`config.mk`:
```
export PLATFORM = sky130hd
export DESIGN_NAME = console_writer
export DESIGN_NICKNAME = d
export VERILOG_FILES = /design/src/rtl/console_writer.sv
export SDC_FILE = /design/constraint.sdc
export NUM_CORES = 1
export LEC_CHECK = 0
export CORE_UTILIZATION = 65
export CTS_BUF_LIST = sky130_fd_sc_hd__clkbuf_4 sky130_fd_sc_hd__clkbuf_8 sky130_fd_sc_hd__clkbuf_16
export CTS_CLUSTER_SIZE = 10
export DETAILED_ROUTE_END_ITERATION = 16
export MAX_ROUTING_LAYER = met4
export PLACE_DENSITY_LB_ADDON = 0.3
export SLEW_MARGIN = 15
export SYNTH_ARGS = -nofsm -noshare
export SYNTH_HDL_FRONTEND = slang
export SYNTH_SLANG_ARGS = --single-unit
```
`constraint.sdc`:
```
create_clock -name clk_pix -period 9.6 [get_ports clk_pix]
set_clock_uncertainty 0.05 [all_clocks]
set_input_delay 2.88 -clock clk_pix [delete_from_list [all_inputs] [get_ports clk_pix]]
set_output_delay 2.88 -clock clk_pix [all_outputs]
set_load 0.02 [all_outputs]
```
`src/rtl/console_writer.sv`:
```
// console_writer: text console front end. Accepts command bytes, keeps a shadow
// copy of the character grid and emits cell writes (character, cursor glyph,
// restores and full-screen clears) onto a simple display buffer bus.
//
// state | meaning
// ------+-----------------------------------------------------------------
// IDLE  | waiting for a command; ready=1
// WR1   | write/restore the cell under the old cursor position
// WR2   | draw the cursor glyph at the new position, then commit it
// CLR   | sweep all cells, one per cycle, index 0 gets the cursor glyph
module console_writer #(
    parameter int GRID_ROW = 5,
    parameter int GRID_COL = 10
) (
    input  logic        clk_pix,
    input  logic        rst,
    input  logic        valid,
    input  logic [7:0]  ascii,
    input  logic [3:0]  colorF,
    input  logic [3:0]  colorB,
    output logic        ready,
    output logic        we,
    output logic [31:0] a,
    output logic [31:0] wd,
    output logic [5:0]  cursor_pos
);

    localparam int N = GRID_ROW * GRID_COL;

    localparam logic [7:0] K_CLEAR = 8'h02;
    localparam logic [7:0] K_ENTER = 8'h0D;
    localparam logic [7:0] K_LEFT  = 8'h11;
    localparam logic [7:0] K_UP    = 8'h12;
    localparam logic [7:0] K_DOWN  = 8'h13;
    localparam logic [7:0] K_RIGHT = 8'h14;
    localparam logic [7:0] K_BKSP  = 8'h7F;
    localparam logic [7:0] GLYPH   = 8'd127;

    typedef enum logic [1:0] {IDLE, WR1, WR2, CLR} state_t;

    state_t      state, state_nxt;
    logic [5:0]  cur;
    logic [5:0]  idx;
    logic [5:0]  p_next;
    logic [7:0]  cmd;
    logic [3:0]  fg, bg;
    logic [15:0] shadow [N];
    logic [15:0] wr1_data;
    logic        accept;
    logic        is_move;

    assign accept     = valid && ready;
    assign cursor_pos = cur;
    assign is_move    = (cmd == K_LEFT) || (cmd == K_RIGHT) || (cmd == K_UP) ||
                        (cmd == K_DOWN) || (cmd == K_ENTER);

    function automatic logic [31:0] cell_addr(input logic [5:0] i);
        return {23'd0, 1'b1, i, 2'b00};
    endfunction

    // State register; reset parks the FSM in the clear sweep.
    always_ff @(posedge clk_pix) begin
        if (rst) state <= CLR;
        else     state <= state_nxt;
    end

    // Next-state logic.
    always_comb begin
        state_nxt = state;
        case (state)
            IDLE: if (accept) state_nxt = (ascii == K_CLEAR) ? CLR : WR1;
            WR1:  state_nxt = WR2;
            WR2:  state_nxt = IDLE;
            CLR:  if (idx == 6'(N - 1)) state_nxt = IDLE;
            default: state_nxt = IDLE;
        endcase
    end

    // New cursor position for the latched command, derived from the old one.
    always_comb begin
        p_next = cur;
        case (cmd)
            K_LEFT, K_BKSP: p_next = (cur == 6'd0) ? 6'(N - 1) : cur - 6'd1;
            K_UP:    p_next = (cur < 6'(GRID_COL)) ? cur + 6'(N - GRID_COL)
                                                   : cur - 6'(GRID_COL);
            K_DOWN:  p_next = (cur >= 6'(N - GRID_COL)) ? cur - 6'(N - GRID_COL)
                                                        : cur + 6'(GRID_COL);
            K_ENTER: p_next = (cur >= 6'(N - GRID_COL)) ? 6'd0
                            : 6'((int'(cur) / GRID_COL + 1) * GRID_COL);
            default: p_next = (cur == 6'(N - 1)) ? 6'd0 : cur + 6'd1;
        endcase
    end

    // First write of a command: new character, blank, or restore of the old cell.
    always_comb begin
        if (is_move)            wr1_data = shadow[cur];
        else if (cmd == K_BKSP) wr1_data = {bg, fg, 8'h00};
        else                    wr1_data = {bg, fg, cmd};
    end

    // Command capture, cursor and clear index; colors default to F=5, B=1.
    always_ff @(posedge clk_pix) begin
        if (rst) begin
            cur <= 6'd0;
            idx <= 6'd0;
            cmd <= 8'h00;
            fg  <= 4'd5;
            bg  <= 4'd1;
        end else begin
            case (state)
                IDLE: begin
                    if (accept) begin
                        cmd <= ascii;
                        fg  <= (colorF == 4'd0) ? 4'd5 : colorF;
                        bg  <= (colorB == 4'd0) ? 4'd1 : colorB;
                        idx <= 6'd0;
                    end
                end
                WR2: cur <= p_next;
                CLR: begin
                    cur <= 6'd0;
                    if (idx != 6'(N - 1)) idx <= idx + 6'd1;
                end
                default: ;
            endcase
        end
    end

    // Shadow grid update; holds underlying content only, never the cursor glyph.
    always_ff @(posedge clk_pix) begin
        if (!rst) begin
            if (state == CLR)
                shadow[idx] <= {bg, fg, 8'h00};
            else if (state == WR1 && !is_move)
                shadow[cur] <= wr1_data;
        end
    end

    // Bus outputs; everything quiet while reset is held.
    always_comb begin
        ready = 1'b0;
        we    = 1'b0;
        a     = 32'd0;
        wd    = 32'd0;
        if (!rst) begin
            case (state)
                IDLE: ready = 1'b1;
                WR1: begin
                    we = 1'b1;
                    a  = cell_addr(cur);
                    wd = {16'd0, wr1_data};
                end
                WR2: begin
                    we = 1'b1;
                    a  = cell_addr(p_next);
                    wd = {16'd0, bg, fg, GLYPH};
                end
                CLR: begin
                    we = 1'b1;
                    a  = cell_addr(idx);
                    wd = {16'd0, bg, fg, (idx == 6'd0) ? GLYPH : 8'h00};
                end
                default: ;
            endcase
        end
    end

endmodule
```
==> flow_summary.json, run 1 <==
{
  "status": "finished clean",
  "htreeDepth": 3,
  "yosys_warnings": 0,
  "netlist_area_mm2": 0.0343,
  "drv_cap": 0,
  "insertion_delay_ps": 650,
  "grt_overflow": 0,
  "layout_common_cells": "edfxtp_1, mux4_2, clkbuf_16",
  "reg2reg_to": "cursor_pos[4]$_SDFFE_PP0N_",
  "drc": 0,
  "wl_per_cell_um": 33.2,
  "clk_pin_slew_ps": 50,
  "finalCritPeriodShare_pct": 95.0,
  "cp_max_fo": 9,
  "grt_max_degree": 57,
  "synth-edff-count": 800,
  "gp_congestion": 0.981,
  "hold_viol": 0,
  "timing.final.max_slew_violations": 0,
  "synth-seq-area-share_pct": 72.2,
  "grt_pass1_vias": 18851,
  "synthTopCellsByArea": "edfxtp_1, mux4_2, dfxtp_1",
  "coreArea_mm2": 0.0517,
  "avgSynthCellArea_um2": 18.6,
  "pwr-share-comb_pct": 1.3,
  "relSlewSlack_pct": 18.1,
  "r2r_slack_ps": 4320,
  "initial_core_util_pct": 66.2,
  "grt_first_pass_wirelength_um": 128000,
  "numCtsBuffers": 94,
  "reg2regPathDepth": 16,
  "die_y_um": 232,
  "p_per_area_mw_per_mm2": 191,
  "fillers": 2803,
  "finalSetupTns_ps": 0,
  "worstHoldStart": "cmd[7]$_SDFFE_PP0P_",
  "routed_wl_um": 88800,
  "worstReg2RegStart": "cursor_pos[1]$_SDFFE_PP0N_",
  "p_seq_share_pct": 54.3,
  "syn_inst": 1844,
  "rsz0062_at_grt": "no",
  "power_leakage_uw": 0.0120,
  "post_cts_buffers": 0,
  "min_to": "cmd[7]$_SDFFE_PP0P_",
  "portBuffers": 49,
  "cp.required_ps": 6670,
  "ctsRootBufferMaster": "clkbuf_16",
  "drtAntennaViolNets": 0,
  "synth-main-ff-cell": "edfxtp_1",
  "grt.total_usage_pct": 35.1,
  "drt_iter0_drc": 2814,
  "synth-async-reset-ratio_pct": 0,
  "die_area_mm2": 0.0536,
  "final_common_cell": "edfxtp_1",
  "dr.pass1.iters": 8,
  "power_switching_uw": 1430,
  "crit_path_start_kind": "register",
  "routed-via-count": 19142,
  "place_hpwl_um": 48500,
  "clockBufferDepth": 3,
  "die_w_um": 232,
  "arrival_ps": 6190,
  "fmax_ghz": 0.110,
  "clock_power_share_pct": 44.4,
  "synth_top_cell_by_area": "edfxtp_1",
  "antenna_found_initial": 4,
  "path_class": "register to output pin",
  "layout-drive-gt1-share_pct": 22.5,
  "cts_hold_repair.buffers": 0,
  "ys_types": 77,
  "syn_to_final_growth_pct": 11.6,
  "p_sw_share_pct": 19.6,
  "power.internal_uw": 5860,
  "fp-row-count": 83,
  "setup_viol": 0,
  "worstMarginPinSlew_ps": 1230,
  "hp-class": "register to register",
  "end_kind": "output pin",
  "fin_cells": 2671,
  "fin_nets": 1998,
  "dp_cells": 2540,
  "cts_tree": "built",
  "ys_ff_latch": 836,
  "synth_top_area_share_pct": 70.1,
  "vias_per_cell": 7.17,
  "peakVddDrop_mv": 0.167,
  "num_io_pins": 91,
  "min_period_ps": 9120,
  "clock-sinks": 836,
  "whs_path_depth": 2
}
[per-layer routing]
metal	track usage, %	vias up	part of all wire [%]
li1	-	7619	-
met1	46.9	9687	36
met3	8.61	274	12
met2	53.0	1562	48
met5	-	-	0
met4	13.6	0	4.2
[registers in the layout, indices dropped and copies added (netlist names), named ones only]
name / flops
shadow: 800
idx: 6
cmd: 8
bg: 4
state: 2
cursor_pos: 6
fg: 4
[area by class of cell]
type / instances / area [um^2] / area share (%)
antenna: 2 / 5.00 / 0.0131
timing repair buffer: 122 / 1090 / 2.85
multi-input combinational: 884 / 8780 / 23.0
tap: 680 / 851 / 2.23
clock inverter: 6 / 55.1 / 0.144
inverter: 18 / 68.8 / 0.180
clock buffer: 123 / 2610 / 6.83
sequential: 836 / 24800 / 64.8
[critical path, cell delays in order, from the launching register on]
cell	delay [ps]
dfxtp_1	510
inv_1	270
ha_1	340
or2b_4	300
a21o_1	220
ha_1	290
o21a_1	230
a31o_4	240
nor4_4	320
nand3b_1	110
a311o_1	480
ha_1	350
ha_1	300
ha_1	200
xor2_1	150
xnor2_1	130
o21ai_0	130
o21ai_0	150
a21oi_1	190
clkdlybuf4s50_1	620
[cell families (layout without fill, tap and decap cells)]
kind of cell,after synthesis,after routing,share of synthesized area (%)
simple gates,293,293,4.24
compound gates,248,248,4.78
flops,836,836,72.2
other cells,1,43,0.0109
mux,264,264,14.9
fa+ha+maj,23,23,0.840
xor+xnor,15,15,0.384
buf+inv,164,269,2.60
[how the worst max path moves through the flow]
stage	slack (ps)	start	to	cells past startpoint
after floorplan	1960	cursor_pos[1]$_SDFFE_PP0N_	a[7]	18
after global placement	1090	cursor_pos[2]$_SDFFE_PP0N_	a[7]	19
after detailed placement	970	cursor_pos[2]$_SDFFE_PP0N_	a[7]	19
after CTS	280	cursor_pos[2]$_SDFFE_PP0N_	a[7]	19
after global routing	110	cursor_pos[1]$_SDFFE_PP0N_	a[7]	19
final	480	cursor_pos[1]$_SDFFE_PP0N_	a[7]	19
[cell usage after synthesis (all sizes together), types with 12 or more instances]
cell type / count
edfxtp: 800
nor3: 12
mux2i: 63
nand2b: 24
a221oi: 13
o22ai: 22
mux4: 196
nor2: 91
ha: 23
a31oi: 19
and2: 13
a21oi: 61
nand3: 23
dfxtp: 36
o21ai: 59
nand2: 76
buf: 101
clkbuf: 45
inv: 17
[through the flow]
step | util (%) | hold slack, ps | area, um^2 | total power, uW | setup slack, ps
floorplan | - | 408 | 34400 | 4100 | 1960
global placement | 68.7 | 466 | 35500 | 4120 | 1090
detailed placement | 68.7 | 467 | 35500 | 4120 | 967
CTS | 73.9 | 486 | 38200 | 7300 | 275
global route | 73.9 | 538 | 38200 | 7430 | 113
finish | 73.9 | 488 | 38200 | 7290 | 478
[what timing repair did]
action	4_1_cts	5_1_grt
endpoints found under the hold margin	0	0
setup endpoints to repair	0	2
resized for setup	0	1
[power groups by stage]
stage               clock (uW)  combinational (uW)  sequential, uW
global placement             0                92.4            4030
global route              3380                 102            3950
CTS                       3250                94.7            3950
detailed placement           0                93.3            4030
finish                    3230                97.5            3950
floorplan                    0                69.8            4030
No activity file was read; power rests on OpenSTA's default activity.
==> run 2, diff against run 1 <==
Settings changed: ABC_CLOCK_PERIOD_IN_PS from default to 9600, CORE_UTILIZATION 65 to 40.
==> run 2 against run 1 <==
Against the previous run:
- final cell count is 17% higher
- core utilization is 28 points lower
- sequential share of layout area is 1.1 points lower
- worst hold slack gained 17 ps
- global-route usage is 15 points lower
- critical path depth decreased by 2
- non-clock buffer count increased by 2
- sequential power about the same
- setup slack worse by 100 ps
- combinational power about the same
==> flow_summary.json, run 2 (same netlist as run 1, synthesis figures left out) <==
{
  "peakVddDrop_mv": 0.170,
  "setup_viol": 0,
  "initial_core_util_pct": 40.7,
  "grt_first_pass_wirelength_um": 125000,
  "portBuffers": 49,
  "clockBufferDepth": 3,
  "fp-row-count": 106,
  "place_hpwl_um": 50900,
  "hold_viol": 0,
  "die_area_mm2": 0.0868,
  "crit_path_start_kind": "register",
  "grt_max_degree": 78,
  "clock-sinks": 836,
  "num_io_pins": 91,
  "path_class": "register to output pin",
  "power.internal_uw": 5880,
  "timing.final.max_slew_violations": 0,
  "worstMarginPinSlew_ps": 1160,
  "relSlewSlack_pct": 22.0,
  "regMostFlops": "shadow",
  "grt_overflow": 0,
  "arrival_ps": 6290,
  "status": "finished clean",
  "die_y_um": 295,
  "largest_register_ffs": 800,
  "htreeDepth": 3,
  "r2r_slack_ps": 4170,
  "gp_congestion": 0.926,
  "insertion_delay_ps": 660,
  "coreArea_mm2": 0.0842,
  "drt_iter0_drc": 1987,
  "drv_cap": 0,
  "drc": 0,
  "p_per_area_mw_per_mm2": 188,
  "cp_max_fo": 9,
  "path_cells": "inv_1 > ha_1 > or2b_4 > a21o_1 > ha_1 > o21a_1 > a31o_4 > nor4_4 > nand3b_1 > a311o_1 > ha_1 > ha_1 > ha_1 > a222oi_1 > a211o_1 > o21ai_0 > clkdlybuf4s50_1",
  "finalCritPeriodShare_pct": 96.1,
  "grt.total_usage_pct": 20.4,
  "p_seq_share_pct": 54.0,
  "grt_pass1_vias": 18013,
  "layout-drive-gt1-share_pct": 22.5,
  "top_regs": "shadow (800), cmd (8)",
  "drtAntennaViolNets": 0,
  "routed-via-count": 17913,
  "cp.required_ps": 6670,
  "finalSetupTns_ps": 0,
  "ctsRootBufferMaster": "clkbuf_16",
  "dr_wl_met2_um": 40000,
  "worst-path-buf-inv": 2,
  "rsz0062_at_grt": "no",
  "fmax_ghz": 0.108,
  "pwr-share-comb_pct": 1.4,
  "wl_per_cell_um": 27.1,
  "dr.pass1.iters": 5,
  "crit_top_cell": "ha_1",
  "wl_met3_um": 5930,
  "cts_tree": "built",
  "fin_cells": 3127,
  "numCtsBuffers": 95,
  "die_w_um": 295,
  "antenna_found_initial": 1,
  "cp_top_family": "compound AO/OA/AOI/OAI gates",
  "vias_per_cell": 5.73,
  "diodes": 0,
  "final_common_cell": "edfxtp_1",
  "p_sw_share_pct": 19.7,
  "wl_met1_um": 37100,
  "clk_pin_slew_ps": 60,
  "hp-class": "register to register",
  "power_leakage_uw": 0.0121,
  "critical_path.max_stage_delay_ps": 570,
  "syn_to_final_growth_pct": 13.6,
  "layout_common_cells": "edfxtp_1, mux4_2, clkbuf_16",
  "end_kind": "output pin",
  "clock_power_share_pct": 44.6,
  "post_cts_buffers": 0,
  "power_switching_uw": 1440,
  "dp_cells": 2996,
  "top_layer": "met4",
  "fin_nets": 2001,
  "min_period_ps": 9220,
  "slowest_stage": "clkdlybuf4s50_1",
  "routed_wl_um": 84600
}
==> run 2: final cells by class <==
class | count | area, um^2
well taps | 1134 | 1420
clock buffers | 120 | 2610
inverters | 18 | 68.8
fillers | 7030 | 45300
flip-flops and latches | 836 | 24800
multi-input cells | 884 | 8770
repair buffers | 124 | 1100
clock inverters | 11 | 168
==> run 2: repair_timing <==
action,CTS,global route
endpoints found under the setup margin,0,2
hold buffers,0,0
resized for setup,0,1
==> run 2: worst min-delay path, cell delays in order (launching register included) <==
cell and delay, ps:
dfxtp_1 350, nand2b_1 90, o21ai_0 60
==> run 2: metal layers <==
metal	vias up	global-route usage (%)
met5	-	-
met4	0	4.79
met3	111	3.71
met2	759	31.5
met1	9435	28.2
li1	7608	-
==> run 2: path summary, 6_finish.rpt <==
path,start,end,cells past startpoint
worst max-delay path,cursor_pos[1]$_SDFFE_PP0N_,a[6],17
worst min-delay path,cmd[7]$_SDFFE_PP0P_,cmd[7]$_SDFFE_PP0P_,2
worst max register to register,cursor_pos[1]$_SDFFE_PP0N_,register,18
worst min register to register,cmd[7]$_SDFFE_PP0P_,cmd[7]$_SDFFE_PP0P_,2
==> run 2: power groups by stage <==
stage | registers (uW) | clock network (uW) | logic, uW
after global routing | 3950 | 3460 | 107
after global placement | 4030 | 0 | 99.1
after detailed placement | 4030 | 0 | 98.5
final | 3950 | 3270 | 100
after CTS | 3950 | 3320 | 98.9
after floorplan | 4030 | 0 | 69.8
==> run 2: through the flow <==
step                cell area (um^2)  utilization, %  hold WS, ps  power [uW]  worst slack, ps
floorplan                      34400               -          408        4100             1960
global placement               36100            42.9          477        4130             1110
detailed placement             36100            42.9          484        4130              935
CTS                            38900            46.2          494        7380              220
global route                   38900            46.2          537        7520             37.6
finish                         38900            46.2          505        7320              377
==> run 3, diff against run 2 <==
Settings changed: SLEW_MARGIN 15 to 5.
==> run 3 against run 2 <==
Against the previous run:
- largest cell class unchanged
- global-route usage unchanged
- sequential cell count unchanged
- via count down 0.28%
- clock power about the same
- final cell count unchanged
- setup slack worse by 5.3 ps
- final area about the same
- critical path depth unchanged
- non-clock buffer count unchanged
- die area unchanged
- first-iteration DRC count about the same
==> flow_summary.json, run 3 (same netlist as run 1, synthesis figures left out) <==
{
  "drc": 0,
  "rsz0062_at_grt": "no",
  "post_cts_buffers": 0,
  "p_total_uw": 7320,
  "die_w_um": 295,
  "vias_per_cell": 5.71,
  "layout_common_cells": "edfxtp_1, mux4_2, clkbuf_16",
  "largest_register_ffs": 800,
  "power_leakage_uw": 0.0121,
  "design_area_mm2": 0.0389,
  "crit_top_cell": "ha_1",
  "fmax_ghz": 0.108,
  "routed_wl_um": 84600,
  "finalCritPeriodShare_pct": 96.1,
  "antenna_found_initial": 1,
  "cts_hold_repair.buffers": 0,
  "top_regs": "shadow (800), cmd (8)",
  "hp-class": "register to register",
  "power_switching_uw": 1440,
  "grt_pass1_vias": 18013,
  "cts_tree": "built",
  "clk_pin_slew_ps": 60,
  "p_sw_share_pct": 19.7,
  "grt.total_usage_pct": 20.4,
  "grt_overflow": 0,
  "placed_area_mm2": 0.0361,
  "end_kind": "output pin",
  "drtAntennaViolNets": 0,
  "timing.final.max_slew_violations": 0,
  "worst-path-buf-inv": 2,
  "clockBufferDepth": 3,
  "initial_core_util_pct": 40.7,
  "layout-drive-gt1-share_pct": 22.5,
  "clock-sinks": 836,
  "finalSetupTns_ps": 0,
  "p_per_area_mw_per_mm2": 188,
  "die_y_um": 295,
  "crit_path_start_kind": "register",
  "ctsRootBufferMaster": "clkbuf_16",
  "gp_congestion": 0.926,
  "status": "finished clean",
  "path_cells": "inv_1 > ha_1 > or2b_4 > a21o_1 > ha_1 > o21a_1 > a31o_4 > nor4_4 > nand3b_1 > a311o_1 > ha_1 > ha_1 > ha_1 > a222oi_1 > a211o_1 > o21ai_0 > clkdlybuf4s50_1",
  "htreeDepth": 3,
  "worstMarginPinSlew_ps": 1290,
  "clock_power_share_pct": 44.6,
  "dr.pass1.iters": 5,
  "grt_first_pass_wirelength_um": 125000,
  "slowest_stage": "clkdlybuf4s50_1",
  "peakVddDrop_mv": 0.170,
  "setup_viol": 0,
  "num_io_pins": 91,
  "hold_viol": 0,
  "grt_max_degree": 78,
  "wl_per_cell_um": 27.0,
  "final_util_pct": 46.2,
  "p_seq_share_pct": 54.0,
  "coreArea_mm2": 0.0842,
  "arrival_ps": 6300,
  "insertion_delay_ps": 660,
  "dp_cells": 2996,
  "path_class": "register to output pin",
  "cts_repair_resize_count": 0,
  "cp_max_fo": 9,
  "min_period_ps": 9230,
  "power.internal_uw": 5880,
  "fin_cells": 3127,
  "critical_path.max_stage_delay_ps": 580,
  "fp-row-count": 106,
  "final_common_cell": "edfxtp_1",
  "numCtsBuffers": 95,
  "portBuffers": 49,
  "regMostFlops": "shadow",
  "pwr-share-comb_pct": 1.4,
  "syn_to_final_growth_pct": 13.6,
  "die_area_mm2": 0.0868,
  "drt_iter0_drc": 1986,
  "fin_nets": 2001,
  "cp_top_family": "compound AO/OA/AOI/OAI gates",
  "relSlewSlack_pct": 14.0,
  "routed-via-count": 17863,
  "drv_cap": 0,
  "place_hpwl_um": 50900,
  "diodes": 0,
  "cp.required_ps": 6670
}
-- run 3: cell type report --
class | count | area [um^2]
repair buffers | 124 | 1100
fillers | 7030 | 45300
clock buffers | 120 | 2610
multi-input cells | 884 | 8770
flip-flops and latches | 836 | 24800
inverters | 18 | 68.8
clock inverters | 11 | 168
well taps | 1134 | 1420
-- run 3: through the flow --
stage	hold slack, ps	worst slack (ps)
6_report	497	372
5_1_grt	537	37.6
4_1_cts	494	220
3_5_place_dp	484	935
3_3_place_gp	477	1110
2_1_floorplan	408	1960
-- run 3: tightest hold or removal path, delay by kind of cell, from the launching register on --
family	cells	cell delay (ps)
AND/OR/NAND/NOR	1	80
AO/OA/AOI/OAI	1	60
flip-flops	1	350
-- run 3: metal layers --
layer  share of wire, %  track usage (%)  vias up
li1                   -                -     7610
met1                 43             28.2     9364
met2                 47             31.5      780
met3                7.5             3.71      109
met4                1.9             4.79        0
met5                  0                -        -
-- run 3: final timing paths --
| path | startpoint | to | slack (ps) | cells after the start |
|---|---|---|---|---|
| worst min register to register | cmd[7]$_SDFFE_PP0P_ | cmd[7]$_SDFFE_PP0P_ | 500 | 2 |
| worst max-delay path | cursor_pos[1]$_SDFFE_PP0N_ | a[6] | 370 | 17 |
| worst max register to register | cursor_pos[1]$_SDFFE_PP0N_ | register | 4160 | 18 |
| worst min-delay path | cmd[7]$_SDFFE_PP0P_ | cmd[7]$_SDFFE_PP0P_ | 500 | 2 |
-- run 3: power by group through the flow --
stage | Sequential (uW) | Combinational [uW] | Clock (uW)
6_report | 3950 | 100 | 3260
5_1_grt | 3950 | 107 | 3460
4_1_cts | 3950 | 98.9 | 3320
3_5_place_dp | 4030 | 98.5 | 0
3_3_place_gp | 4030 | 99.1 | 0
2_1_floorplan | 4030 | 69.8 | 0
